<file path="src/rtl/udp_reg_tx_if.sv">
// udp_reg_tx_if: 8-bit AXI-stream byte bus from udp_reg_tx to the UDP stack.
//
// Handshake: a byte moves on a rising clk edge where tvalid && tready are
// both high. The master holds tdata/tlast stable while tvalid && !tready,
// and once tvalid is raised it stays high until the tlast byte has moved.
// tready may change freely and never depends on tvalid. tuser is unused (0).
interface udp_reg_tx_if;
    logic       tvalid;
    logic       tready;
    logic [7:0] tdata;
    logic       tlast;
    logic       tuser;

    modport master (output tvalid, output tdata, output tlast, output tuser, input tready);
    modport slave  (input tvalid, input tdata, input tlast, input tuser, output tready);
endinterface

</file>
<file path="src/rtl/udp_reg_tx.sv">
// udp_reg_tx: on start, snapshots rd_val and streams one UDP payload frame:
// MAGIC (2 bytes), seq (2 bytes), then Nregs registers of 4 bytes each,
// all big-endian. One extra start may be queued while a frame is in flight.
// Optional feature macro UDP_REG_TX_CSUM_EN appends a 16-bit byte-sum
// checksum (2 bytes) and moves tlast onto its second byte.
// All stream outputs are registered; tready only gates the advance enable.
module udp_reg_tx #(
    parameter int          Nregs = 16,
    parameter logic [15:0] MAGIC = 16'hA55A
) (
    input  logic                  clk,
    input  logic                  resetn,
    input  logic                  start,
    input  logic [Nregs-1:0][31:0] rd_val,
    output logic                  busy,
    output logic                  pending,
    output logic [15:0]           seq,
    output logic [1:0]            dbg_state,
    udp_reg_tx_if.master          m
);

    localparam int RW = (Nregs > 1) ? $clog2(Nregs) : 1;

    typedef enum logic [1:0] {
        IDLE = 2'd0,
        HDR  = 2'd1,
        DATA = 2'd2,
        CSUM = 2'd3
    } state_t;

    state_t                   state_q, state_n;
    logic [1:0]               byte_q, byte_n;
    logic [RW-1:0]            reg_q, reg_n;
    logic                     tvalid_q, tvalid_n;
    logic [7:0]               tdata_q, tdata_n;
    logic                     tlast_q, tlast_n;
    logic                     busy_q, busy_n;
    logic                     pending_q, pending_n;
    logic [15:0]              seq_q, seq_n;
    logic [15:0]              seq_hdr_q;
    logic [Nregs-1:0][31:0]   snap_q;
    logic                     load;
    logic                     adv;
    logic                     last_data;
    logic [31:0]              word;
`ifdef UDP_REG_TX_CSUM_EN
    logic [15:0]              csum_q, csum_n;
    logic [15:0]              csum_sum;
`endif

    assign adv       = tvalid_q && m.tready;
    assign last_data = (reg_q == RW'(Nregs - 1)) && (byte_q == 2'd3);

    assign m.tvalid  = tvalid_q;
    assign m.tdata   = tdata_q;
    assign m.tlast   = tlast_q;
    assign m.tuser   = 1'b0;
    assign busy      = busy_q;
    assign pending   = pending_q;
    assign seq       = seq_q;
    assign dbg_state = state_q;

    // Next-state logic: counters point at the byte currently presented, and
    // the byte to present next is computed here so the output stays registered.
    always_comb begin
        state_n   = state_q;
        byte_n    = byte_q;
        reg_n     = reg_q;
        tvalid_n  = tvalid_q;
        tdata_n   = tdata_q;
        tlast_n   = tlast_q;
        busy_n    = busy_q;
        pending_n = pending_q;
        seq_n     = seq_q;
        load      = 1'b0;
        word      = '0;
`ifdef UDP_REG_TX_CSUM_EN
        csum_n    = csum_q;
        csum_sum  = csum_q + {8'd0, tdata_q};
`endif
        case (state_q)
            IDLE: begin
                if (start || pending_q) begin
                    state_n   = HDR;
                    byte_n    = 2'd0;
                    reg_n     = '0;
                    tvalid_n  = 1'b1;
                    tdata_n   = MAGIC[15:8];
                    tlast_n   = 1'b0;
                    busy_n    = 1'b1;
                    pending_n = 1'b0;
                    load      = 1'b1;
`ifdef UDP_REG_TX_CSUM_EN
                    csum_n    = '0;
`endif
                end
            end
            HDR: begin
                if (adv) begin
`ifdef UDP_REG_TX_CSUM_EN
                    csum_n = csum_sum;
`endif
                    if (byte_q == 2'd3) begin
                        state_n = DATA;
                        byte_n  = 2'd0;
                        reg_n   = '0;
                        tdata_n = snap_q[0][31:24];
                    end else begin
                        byte_n = byte_q + 2'd1;
                        case (byte_n)
                            2'd1:    tdata_n = MAGIC[7:0];
                            2'd2:    tdata_n = seq_hdr_q[15:8];
                            default: tdata_n = seq_hdr_q[7:0];
                        endcase
                    end
                end
            end
            DATA: begin
                if (adv) begin
`ifdef UDP_REG_TX_CSUM_EN
                    csum_n = csum_sum;
`endif
                    if (last_data) begin
`ifdef UDP_REG_TX_CSUM_EN
                        state_n = CSUM;
                        byte_n  = 2'd0;
                        tdata_n = csum_sum[15:8];
                        tlast_n = 1'b0;
`else
                        state_n  = IDLE;
                        tvalid_n = 1'b0;
                        tdata_n  = 8'd0;
                        tlast_n  = 1'b0;
                        busy_n   = 1'b0;
                        seq_n    = seq_q + 16'd1;
`endif
                    end else begin
                        if (byte_q == 2'd3) begin
                            reg_n  = reg_q + RW'(1);
                            byte_n = 2'd0;
                        end else begin
                            byte_n = byte_q + 2'd1;
                        end
                        word    = snap_q[reg_n];
                        tdata_n = 8'(word >> {~byte_n, 3'b000});
`ifdef UDP_REG_TX_CSUM_EN
                        tlast_n = 1'b0;
`else
                        tlast_n = (reg_n == RW'(Nregs - 1)) && (byte_n == 2'd3);
`endif
                    end
                end
            end
            CSUM: begin
`ifdef UDP_REG_TX_CSUM_EN
                if (adv) begin
                    if (byte_q == 2'd0) begin
                        byte_n  = 2'd1;
                        tdata_n = csum_q[7:0];
                        tlast_n = 1'b1;
                    end else begin
                        state_n  = IDLE;
                        tvalid_n = 1'b0;
                        tdata_n  = 8'd0;
                        tlast_n  = 1'b0;
                        busy_n   = 1'b0;
                        seq_n    = seq_q + 16'd1;
                    end
                end
`else
                state_n = IDLE;
`endif
            end
            default: state_n = IDLE;
        endcase
        // A start that arrives while a frame is in flight is queued once.
        if ((state_q != IDLE) && start) begin
            pending_n = 1'b1;
        end
    end

    // State, counters and registered stream outputs.
    always_ff @(posedge clk or negedge resetn) begin
        if (!resetn) begin
            state_q   <= IDLE;
            byte_q    <= 2'd0;
            reg_q     <= '0;
            tvalid_q  <= 1'b0;
            tdata_q   <= 8'd0;
            tlast_q   <= 1'b0;
            busy_q    <= 1'b0;
            pending_q <= 1'b0;
            seq_q     <= 16'd0;
        end else begin
            state_q   <= state_n;
            byte_q    <= byte_n;
            reg_q     <= reg_n;
            tvalid_q  <= tvalid_n;
            tdata_q   <= tdata_n;
            tlast_q   <= tlast_n;
            busy_q    <= busy_n;
            pending_q <= pending_n;
            seq_q     <= seq_n;
        end
    end

    // Register-file snapshot and header sequence number, frozen at frame start.
    always_ff @(posedge clk or negedge resetn) begin
        if (!resetn) begin
            snap_q    <= '0;
            seq_hdr_q <= 16'd0;
        end else if (load) begin
            snap_q    <= rd_val;
            seq_hdr_q <= seq_q;
        end
    end

`ifdef UDP_REG_TX_CSUM_EN
    // Running byte sum of the header and register bytes sent so far.
    always_ff @(posedge clk or negedge resetn) begin
        if (!resetn) begin
            csum_q <= 16'd0;
        end else begin
            csum_q <= csum_n;
        end
    end
`endif

endmodule
</file>
<file path="src/flat_wrapper.sv">
// flat-port wrapper written by rule: the top's interface ports become plain ports
module udp_reg_tx_flat 
#(
    parameter int          Nregs = 16,
    parameter logic [15:0] MAGIC = 16'hA55A
)
  (clk, resetn, start, rd_val, busy, pending, seq, dbg_state, m_tvalid, m_tdata, m_tlast, m_tuser, m_tready);
  udp_reg_tx_if m_i ();
  input  logic clk;
  input  logic resetn;
  input  logic start;
  input  logic [Nregs-1:0][31:0] rd_val;
  output logic busy;
  output logic pending;
  output logic [15:0] seq;
  output logic [1:0] dbg_state;
  output wire logic [$bits(m_i.tvalid)-1:0] m_tvalid;
  output wire logic [$bits(m_i.tdata)-1:0] m_tdata;
  output wire logic [$bits(m_i.tlast)-1:0] m_tlast;
  output wire logic [$bits(m_i.tuser)-1:0] m_tuser;
  input wire logic [$bits(m_i.tready)-1:0] m_tready;
  assign m_tvalid = m_i.tvalid;
  assign m_tdata = m_i.tdata;
  assign m_tlast = m_i.tlast;
  assign m_tuser = m_i.tuser;
  assign m_i.tready = m_tready;
  udp_reg_tx #(.Nregs(Nregs), .MAGIC(MAGIC)) u_core (.clk(clk), .resetn(resetn), .start(start), .rd_val(rd_val), .busy(busy), .pending(pending), .seq(seq), .dbg_state(dbg_state), .m(m_i));
endmodule
</file>
<file path="config.mk">
export PLATFORM = sky130hd
export DESIGN_NAME = udp_reg_tx_flat
export DESIGN_NICKNAME = d
export VERILOG_FILES = /design/src/rtl/udp_reg_tx_if.sv /design/src/rtl/udp_reg_tx.sv /design/src/flat_wrapper.sv
export SDC_FILE = /design/constraint.sdc
export NUM_CORES = 1
export LEC_CHECK = 0
export CORE_ASPECT_RATIO = 0.7
export CORE_MARGIN = 2
export CORE_UTILIZATION = 45
export CTS_CLUSTER_SIZE = 28
export DETAILED_ROUTE_END_ITERATION = 16
export HOLD_SLACK_MARGIN = 0.06
export PLACE_DENSITY = 0.72
export SLEW_MARGIN = 20
export SYNTH_ARGS = -nofsm -noshare
export SYNTH_HDL_FRONTEND = slang
export SYNTH_SLANG_ARGS = --single-unit
</file>
<file path="constraint.sdc">
create_clock -name clk -period 7.4 [get_ports clk]
set_input_delay 1.48 -clock clk [delete_from_list [all_inputs] [get_ports clk]]
set_output_delay 1.48 -clock clk [all_outputs]
set_load 0.01 [all_outputs]
</file>
==> results.cfg <==
[finish]
nFillCells = 5034
design_area_um2 = 34000
layout-drive-gt1-share = 0.0543
final_net_count = 4071
area_growth_pct = 30.2
utilization = 0.596

[synthesis]
ys_ff_latch = 563
synth_adder_area_share = 0.00479
synthCells = 3109
avgSynthCellArea_um2 = 8.41
synthTopCellsByCount = nand2_1, dfrtp_1, clkbuf_1, nand3_1, mux2i_1
synth_edf_count = 0
yosysMostFrequentCell = nand2_1
synth_top_family_by_area = simple AND/OR/NAND/NOR gates
synthMuxAreaShare = 0.0757
synth-xor-area-share = 0.00766
yosys_warnings = 0
syn-num-nets = 3635
synth-compound-area-share = 0.0369
synthArstFlopShare = 1.00
synth_simple_gate_area_frac = 0.304
syn-cell-area_um2 = 26100
synth_flop_cell = dfrtp_1
synth-seq-area-share = 0.539
yosysTopAreaCellShare = 0.539
yosys.area.top_type = dfrtp_1
ys_types = 58
synthTopCellsByArea = dfrtp_1, nand2_1, mux4_2, mux2i_1, nand3_1

[placed_design]
dp.final_hpwl_um = 68200
port_buffers = 545
placed_cell_area_um2 = 32200
globalplace.congestion = 0.952
place_worst_setup_slack_ns = 2.87

[clocking]
hold_buffers = 0
clkLatencyLatePin_ns = 0.62
cts_sinks = 563
cts_setup_buffers = 0
cts_tree = yes
path_clk_slew_ns = 0.07
clk_path_buf_depth = 3
cts_buffers = 55
htreeDepth = 2
cts_resized = 0
ctsRootBufferMaster = clkbuf_16

[drt]
drt_pass1_iterations = 5
vias_per_cell = 5.39
wire_per_inst_um = 21.9
finalWirelength_um = 95600
drt_iter0_markers = 2404
drcViolationCount = 0
vias = 23500
ant_nets = 0

[timing]
fin_crit_ns = 4.61
slew_headroom = 0.237
setup_tns_ns = 0
rsz0062_at_grt = false
report.final.setup_viol = 0
fin_ws_ns = 2.79
finalClockSkew_ns = 0.0217
slew_violations = 0
finalCritPeriodShare = 0.623
worst_pin_slew_ns = 1.15
fmax_mhz = 217
finalHoldViolations = 0

[critical_path]
critPathCaptureType = flop
cpMaxStageDelayCell = ha_1
critical_path_class = flop to flop
cp.arrival_ns = 5.13
critical_path.max_fanout = 64
cp.required_ns = 7.92
startpoint_type = flop
slowest_delay_ns = 0.90
path_cells = ha_1 -> nand4_1 -> xnor2_4 -> buf_4 -> mux4_2 -> nand2_1 -> o21ai_0 -> or4_1 -> a31oi_1

[grt]
grt_max_degree = 249
grt_usage = 0.316
grt_busiest_layer = met2
grt_overflow_total = 0
use_met2 = 0.491
first_global_vias = 22900
grtUsageMet1 = 0.436
grt_use_met3 = 0.0848
antenna_found_initial = 31
grt_pass1_wl_um = 143000

[job]
drv_cap = 0

[pwr]
p_per_area_nw_per_um2 = 390
p_leak_uw = 0.0165
finalPower_uw = 13300
ir_drop_mv = 0.394

[floorplanning]
coreArea_um2 = 57100
start_util = 0.458
fp.dieH_um = 206
die_w_um = 292
io_pins = 547
dieArea_um2 = 60100
rows = 73

[min_path]
hp-class = flop to flop

[status]
outcome = finished clean
[area by class of cell]
class                           count  area (µm²)  area share
Antenna cell                       19        47.5     0.00140
Clock buffer                       72        1540      0.0452
Clock inverter                     28         282     0.00827
Inverter                            7        26.3    0.000772
Multi-Input combinational cell   2345       11300       0.332
Sequential cell                   563       14100       0.414
Tap cell                          750         938      0.0276
Timing Repair Buffer              573        5810       0.171
[through the flow]
| step | cells | hold WS, ns |
|---|---|---|
| 6_report | 4357 | 0.470 |
| 5_1_grt | 4348 | 0.488 |
| 4_1_cts | 4338 | 0.473 |
| 3_5_place_dp | 4238 | 0.455 |
| 3_3_place_gp | 4238 | 0.453 |
| 2_1_floorplan | 3109 | 0.438 |
[critical path: cells and delay by family, from the launching register on]
| family | cells | cell delay [ns] |
|---|---|---|
| compound gates | 2 | 0.27 |
| xor+xnor | 1 | 0.44 |
| fa+ha+maj | 1 | 0.90 |
| buf+inv | 1 | 0.74 |
| flops | 1 | 0.45 |
| mux | 1 | 0.43 |
| simple gates | 3 | 1.25 |
[final timing paths]
check / startpoint / to / slack [ns] / cells past startpoint
worst max-delay path: u_core.byte_q[0]$_DFFE_PN0P_ / u_core.m.tdata[1]$_DFFE_PN0P_ / 2.79 / 9
worst min-delay path: u_core.snap_q[209]$_DFFE_PN0P_ / u_core.snap_q[209]$_DFFE_PN0P_ / 0.47 / 2
worst max register to register: u_core.byte_q[0]$_DFFE_PN0P_ / u_core.m.tdata[1]$_DFFE_PN0P_ / 2.79 / 9
worst min register to register: u_core.snap_q[209]$_DFFE_PN0P_ / u_core.snap_q[209]$_DFFE_PN0P_ / 0.47 / 2
max in group asynchronous: resetn / u_core.snap_q[385]$_DFFE_PN0P_ / 4.89 / 2
min in group asynchronous: resetn / u_core.seq[9]$_DFFE_PN0P_ / 1.00 / 1
[sequential cells by signal, indices dropped and copies added, names as in the netlist]
signal / count
u_core.snap_q: 512
u_core.dbg_state: 2
u_core.m.tdata: 8
u_core.m.tlast: 1
u_core.byte_q: 2
u_core.seq: 16
u_core.reg_q: 4
u_core.m.tvalid: 1
u_core.pending: 1
u_core.seq_hdr_q: 16
[report_power, final]
group	switching, µW	total [µW]	internal [µW]
logic	3110	4900	1790
registers	954	5470	4510
clock network	1270	2910	1640
[layout by cell type (no fill, tap or decap), types with 6 or more instances in the layout]
cell type,n
buf_12,11
o22ai_1,8
a211oi_1,6
o21ai_0,31
ha_1,10
nor2_1,33
buf_4,17
diode_2,19
a21oi_1,26
a22oi_1,10
clkdlybuf4s50_1,544
mux2i_1,64
xnor2_1,11
a31oi_1,15
mux4_2,56
clkbuf_16,55
nand2_1,1847
and3_1,15
clkbuf_8,10
a311oi_1,18
inv_1,6
clkbuf_1,7
nor3_1,6
dfrtp_1,563
nand3_1,114
clkinv_2,18
[layer usage]
layer / vias up / part of all wire
met2: 951 / 0.46
li1: 10800 / -
met3: 168 / 0.094
met1: 11500 / 0.42
met5: - / 0.0014
met4: 22 / 0.026
[cells by family after synthesis]
kind of cell	Yosys count
AO/OA/AOI/OAI	144
XOR/XNOR	19
adder cells (fa/ha/maj)	10
buffers and inverters	201
flip-flops	563
multiplexers	127
other	1
AND/OR/NAND/NOR	2044
(Power assumes the default switching activity.)
